$ cat config.mk
export PLATFORM = sky130hd
export DESIGN_NAME = conv3x3_mac
export DESIGN_NICKNAME = d
export VERILOG_FILES = /design/src/rtl/conv3x3_mac.sv
export SDC_FILE = /design/constraint.sdc
export NUM_CORES = 2
export LEC_CHECK = 0
export BUFFER_PORTS_ARGS = -buffer_cell sky130_fd_sc_hd__buf_2
export CORE_ASPECT_RATIO = 1.1
export CORE_MARGIN = 2
export CORE_UTILIZATION = 50
export DETAILED_ROUTE_END_ITERATION = 10
export GPL_ROUTABILITY_DRIVEN = 0
export GPL_TIMING_DRIVEN = 0
export MAX_ROUTING_LAYER = met4
export PLACE_DENSITY = 0.64
export SETUP_SLACK_MARGIN = 0.02
export SYNTH_ARGS = -nofsm -noshare
export SYNTH_HDL_FRONTEND = slang
export SYNTH_SLANG_ARGS = --single-unit
export TNS_END_PERCENT = 5
$ cat constraint.sdc
create_clock -name clk -period 5.4 [get_ports clk]
set_input_delay 0.54 -clock clk [delete_from_list [all_inputs] [get_ports clk]]
set_output_delay 0.54 -clock clk [all_outputs]
set_load 0.01 [all_outputs]
$ cat src/rtl/conv3x3_mac.sv
// conv3x3_mac: applies a 3x3 signed kernel plus bias to heap window taps through a
// 3-stage pipeline, tracks the window anchor for valid-padding output, and loads the kernel.
module conv3x3_mac #(
    parameter int unsigned WIDTH = 9,
    parameter int unsigned WW    = 8,
    parameter int unsigned ACC_W = 24,
    parameter int unsigned IMG_W = 32,
    parameter int unsigned IMG_H = 32,
    parameter int unsigned RELU  = 1
) (
    input  logic                           clk,
    input  logic                           rst_n,
    input  logic                           clear,
    input  logic                           win_stb,
    input  logic signed [WIDTH-1:0]        tap0,
    input  logic signed [WIDTH-1:0]        tap1,
    input  logic signed [WIDTH-1:0]        tap2,
    input  logic signed [WIDTH-1:0]        tap3,
    input  logic signed [WIDTH-1:0]        tap4,
    input  logic signed [WIDTH-1:0]        tap5,
    input  logic signed [WIDTH-1:0]        tap6,
    input  logic signed [WIDTH-1:0]        tap7,
    input  logic signed [WIDTH-1:0]        tap8,
    input  logic                           wt_start,
    input  logic signed [ACC_W-1:0]        bias_data,
    input  logic                           wt_valid,
    input  logic signed [WW-1:0]           wt_data,
    output logic                           ready,
    output logic                           out_valid,
    output logic signed [ACC_W-1:0]        out_data,
    output logic [$clog2(IMG_H)-1:0]       out_row,
    output logic [$clog2(IMG_W)-1:0]       out_col
);

    localparam int unsigned RW   = $clog2(IMG_H);
    localparam int unsigned CW   = $clog2(IMG_W);
    localparam int unsigned PW   = WIDTH + WW;
    localparam int unsigned SW   = PW + 2;
    localparam int unsigned FILL = 2 * IMG_W + IMG_W - 1;
    localparam int unsigned FW   = $clog2(FILL + 1);
    localparam int unsigned KW   = 4;

    typedef enum logic [1:0] {
        IDLE,
        LOAD,
        RUN
    } state_t;

    state_t                   state;
    logic [KW-1:0]            beat;
    logic signed [WW-1:0]     w [9];
    logic signed [ACC_W-1:0]  bias;

    logic [FW-1:0]            fill_cnt;
    logic [RW-1:0]            row;
    logic [CW-1:0]            col;
    logic                     filled_c;
    logic                     accept_c;
    logic                     flush_c;

    logic signed [WIDTH-1:0]  taps [9];
    logic signed [PW-1:0]     prod [9];
    logic signed [SW-1:0]     rsum [3];
    logic                     v1;
    logic                     v2;
    logic [RW-1:0]            row1;
    logic [RW-1:0]            row2;
    logic [CW-1:0]            col1;
    logic [CW-1:0]            col2;
    logic signed [ACC_W-1:0]  sum_c;
    logic signed [ACC_W-1:0]  res_c;

    always_comb begin
        taps[0] = tap0;
        taps[1] = tap1;
        taps[2] = tap2;
        taps[3] = tap3;
        taps[4] = tap4;
        taps[5] = tap5;
        taps[6] = tap6;
        taps[7] = tap7;
        taps[8] = tap8;
    end

    // Kernel load FSM; a new wt_start always restarts the load, even mid-load.
    always_ff @(posedge clk or negedge rst_n) begin
        if (!rst_n) begin
            state <= IDLE;
            ready <= 1'b0;
            beat  <= '0;
            bias  <= '0;
            for (int i = 0; i < 9; i++) begin
                w[i] <= '0;
            end
        end else if (wt_start) begin
            state <= LOAD;
            ready <= 1'b0;
            beat  <= '0;
            bias  <= bias_data;
        end else if (state == LOAD && wt_valid) begin
            w[beat] <= wt_data;
            if (beat == KW'(8)) begin
                state <= RUN;
                ready <= 1'b1;
                beat  <= '0;
            end else begin
                beat <= beat + KW'(1);
            end
        end
    end

    assign filled_c = (fill_cnt == FW'(FILL));
    assign flush_c  = clear | wt_start;
    assign accept_c = win_stb && !flush_c && filled_c && (state == RUN)
                      && (row <= RW'(IMG_H - 3)) && (col <= CW'(IMG_W - 3));

    // Heap fill and raster anchor tracking; runs regardless of load state.
    always_ff @(posedge clk or negedge rst_n) begin
        if (!rst_n) begin
            fill_cnt <= '0;
            row      <= '0;
            col      <= '0;
        end else if (clear) begin
            fill_cnt <= '0;
            row      <= '0;
            col      <= '0;
        end else if (win_stb) begin
            if (!filled_c) begin
                fill_cnt <= fill_cnt + FW'(1);
            end else if (col == CW'(IMG_W - 1)) begin
                col <= '0;
                row <= (row == RW'(IMG_H - 1)) ? '0 : row + RW'(1);
            end else begin
                col <= col + CW'(1);
            end
        end
    end

    // Stage 1: per-tap products.
    always_ff @(posedge clk or negedge rst_n) begin
        if (!rst_n) begin
            v1   <= 1'b0;
            row1 <= '0;
            col1 <= '0;
            for (int i = 0; i < 9; i++) begin
                prod[i] <= '0;
            end
        end else begin
            v1 <= accept_c;
            if (accept_c) begin
                row1 <= row;
                col1 <= col;
                for (int i = 0; i < 9; i++) begin
                    prod[i] <= PW'(taps[i]) * PW'(w[i]);
                end
            end
        end
    end

    // Stage 2: row sums.
    always_ff @(posedge clk or negedge rst_n) begin
        if (!rst_n) begin
            v2   <= 1'b0;
            row2 <= '0;
            col2 <= '0;
            for (int k = 0; k < 3; k++) begin
                rsum[k] <= '0;
            end
        end else begin
            v2 <= v1 && !flush_c;
            if (v1) begin
                row2 <= row1;
                col2 <= col1;
                for (int k = 0; k < 3; k++) begin
                    rsum[k] <= SW'(prod[3*k]) + SW'(prod[3*k+1]) + SW'(prod[3*k+2]);
                end
            end
        end
    end

    always_comb begin
        sum_c = ACC_W'(rsum[0]) + ACC_W'(rsum[1]) + ACC_W'(rsum[2]) + bias;
        res_c = sum_c;
        if (RELU != 0 && sum_c[ACC_W-1]) begin
            res_c = '0;
        end
    end

    // Stage 3: bias, optional ReLU, registered result.
    always_ff @(posedge clk or negedge rst_n) begin
        if (!rst_n) begin
            out_valid <= 1'b0;
            out_data  <= '0;
            out_row   <= '0;
            out_col   <= '0;
        end else begin
            out_valid <= v2 && !flush_c;
            if (v2) begin
                out_data <= res_c;
                out_row  <= row2;
                out_col  <= col2;
            end
        end
    end

endmodule

==> results.py <==
metrics = {
    "pwr": {
        "clockPowerShare": 0.183,
        "sw_frac_of_total": 0.444,
        "p_leak_nw": 24.8,
        "p_per_area_nw_per_um2": 376,
        "power.switching_mw": 7.99,
        "irDropWorstVdd_mv": 0.760,
        "seqPwrFrac": 0.175,
        "power.internal_mw": 9.99,
        "combPwrFrac": 0.642,
    },
    "sta": {
        "finalSetupViolCount": 0,
        "finalMaxSlewViolations": 0,
        "relSlewSlack": 0.160,
        "final.setup_skew_ps": 18.5,
        "finalCritPeriodShare": 0.927,
        "whs_ps": 188,
        "fin_setup_tns_ps": 0,
        "worst_slack_ps": 396,
        "hold_viol": 0,
        "worstMarginPinSlew_ps": 1260,
        "fmax_ghz": 0.200,
        "rsz0062_at_grt": "yes",
        "fin_crit_ps": 5000,
    },
    "detailed_routing": {
        "drcViolationCount": 0,
        "via_count": 31196,
        "wl_per_cell_um": 17.8,
        "drt_iter0_drc": 1625,
        "wl_mm": 106,
        "ant_nets": 0,
        "via_per_inst": 5.24,
        "drt_pass1_iterations": 7,
    },
    "global_route": {
        "grt_pass1_vias": 32598,
        "grt_overflow": 0,
        "grt_usage": 0.257,
        "grt_max_degree": 121,
        "top_usage_layer": "met2",
        "grt.met3_usage": 0.0224,
        "met2_usage": 0.415,
        "use_met1": 0.354,
        "antenna_found_initial": 1,
        "grt_pass1_wl_mm": 176,
    },
    "clocking": {
        "insertion_delay_ps": 590,
        "cts_tree": "done",
        "cts.sinks": 385,
        "numCtsBuffers": 45,
        "ctsHtreeMaxLevel": 2,
        "clockBufferDepth": 3,
        "clk_pin_slew_ps": 60,
        "clock-root-buffer": "clkbuf_16",
        "cts_setup_buffers": 0,
    },
    "setup_path": {
        "critPathKind": "reg2reg",
        "start_kind": "flip-flop",
        "ff2ff_path_depth": 18,
        "end_kind": "flip-flop",
        "cp-endpoint": "prod[33]$_DFFE_PN0P_",
        "r2r_start": "w[11]$_DFFE_PN0P_",
        "critPathLaunch": "w[11]$_DFFE_PN0P_",
        "cp_data_required_time_ps": 5840,
        "critPathMaxFanout": 10,
        "cp_data_arrival_time_ps": 5440,
        "r2r_end": "prod[33]$_DFFE_PN0P_",
        "r2r_slack_ps": 400,
    },
    "place": {
        "dp_slack_ps": 316,
        "detailed_place_hpwl_mm": 86.6,
        "portBuffers": 152,
    },
    "run": {
        "cap_violations": 0,
    },
    "yosys": {
        "syn_area_um2": 43900,
        "seq_area_frac_synth": 0.219,
        "ys_seq_elements": 385,
        "yosys_warnings": 0,
        "syn-num-nets": 5691,
        "synth_edf_count": 0,
        "avgSynthCellArea_um2": 9.63,
        "synth_cell_types": 69,
        "ys.flop_type": "dfrtp_1",
        "async_reset_ff_frac": 1.00,
        "synth_cells": 4559,
    },
    "floorplanning": {
        "fp.coreArea_um2": 87400,
        "row_count": 114,
        "io_pins": 155,
        "fp.dieArea_um2": 90200,
        "die_x_um": 287,
        "die_y_um": 315,
        "initial_utilization": 0.502,
    },
    "layout": {
        "syn_to_final_growth_pct": 8.93,
        "drive_gt1_frac": 0.0821,
        "layout_common_cells": "inv_1, fa_1, nand2_1",
        "layout_commonest_cell": "inv_1",
        "finish.utilization": 0.547,
        "fin_nets": 5894,
    },
    "run_status": {
        "outcome": "completed",
    },
    "min_path": {
        "hold_path.class": "in2reg",
    },
}
-- critical path, stage by stage, from the launching register on --
cell      delay [ps]
dfrtp_1          320
clkbuf_1         410
nand2_1          160
fa_1             430
inv_1             80
fa_1             410
inv_1             90
fa_1             430
fa_1             500
inv_1             40
ha_1             300
nor2b_1          140
o21ai_0          210
a21oi_1          130
o211ai_1         220
a21oi_1          130
o31ai_1          350
xnor2_1          340
o21ai_0          170
-- per-layer routing --
layer / up-vias / share of wire
li1: 14622 / -
met1: 15826 / 0.46
met2: 610 / 0.48
met3: 138 / 0.041
met4: 0 / 0.024
met5: - / 0
-- worst min path at each step --
stage / startpoint / end / slack, ps / depth (start not counted)
final: bias_data[21] / bias[21]$_DFFE_PN0P_ / 190 / 2
after global routing: bias_data[21] / bias[21]$_DFFE_PN0P_ / 180 / 2
after CTS: bias_data[21] / bias[21]$_DFFE_PN0P_ / 160 / 2
after detailed placement: row1[0]$_DFFE_PN0P_ / row1[0]$_DFFE_PN0P_ / 450 / 2
after global placement: col1[4]$_DFFE_PN0P_ / col1[4]$_DFFE_PN0P_ / 450 / 2
after floorplan: rst_n / beat[0]$_DFFE_PN0P_ / 240 / 0
-- repair_timing --
item                       CTS  global route
gates resized for setup      0             0
hold buffers                 1             0
hold endpoints to repair    63             0
setup endpoints to repair    0             3
-- flip-flops by register name, indices dropped and copies added (netlist names), 4 cells and up --
register,count
col2,5
row,5
prod,153
out_data,23
bias,24
rsum,57
row1,5
fill_cnt,7
row2,5
col1,5
out_row,5
col,5
w,72
beat,4
out_col,5
-- kinds of logic after synthesis --
family          synth area share
compound gates            0.0750
xor+xnor                  0.0440
flops                      0.219
fa+ha+maj                  0.400
other cells            0.0000854
simple gates               0.145
buf+inv                   0.0822
mux                       0.0350
-- cells in the mapped netlist (20+ instances only) --
cell type | number | area, µm²
nand2b_1 | 37 | 231
xor2_1 | 57 | 499
fa_1 | 649 | 13000
o21ai_0 | 206 | 1030
nand2_1 | 581 | 2180
ha_1 | 364 | 4550
nor2b_1 | 20 | 125
dfrtp_1 | 385 | 9630
a21o_1 | 56 | 420
nor2_1 | 130 | 488
o21bai_1 | 21 | 158
inv_1 | 857 | 3220
nand3_1 | 48 | 240
mux2_2 | 133 | 1500
a21oi_1 | 124 | 621
xnor2_1 | 162 | 1420
o21a_1 | 21 | 158
clkbuf_1 | 85 | 319
nor3_1 | 49 | 245
and2_1 | 379 | 2370
-- power by group through the flow --
stage	logic, mW	clock network (mW)	registers (mW)
2_1_floorplan	9.05	0	3.13
3_5_place_dp	11.7	0	3.19
6_report	11.5	3.29	3.14
3_3_place_gp	11.5	0	3.19
5_1_grt	13.5	3.45	3.16
4_1_cts	11.8	3.35	3.14
-- area by class of cell --
| class | instances | area (µm²) |
|---|---|---|
| fill | 7986 | 39600 |
| multi-input combinational | 3217 | 30700 |
| sequential | 385 | 9630 |
| inverter | 865 | 3250 |
| tap | 1160 | 1450 |
| clock buffer | 58 | 1290 |
| timing repair buffer | 157 | 875 |
| buffer | 91 | 358 |
| clock inverter | 24 | 302 |
| antenna | 1 | 2.50 |
-- stage by stage --
step	total power, mW	area, µm²	std cells
after floorplan	12.2	43900	4559
after global placement	14.7	46100	5871
after detailed placement	14.9	46200	5875
after CTS	18.3	47800	5958
after global routing	20.1	47800	5957
final	18.0	47800	5958
(Power assumes the default switching activity.)
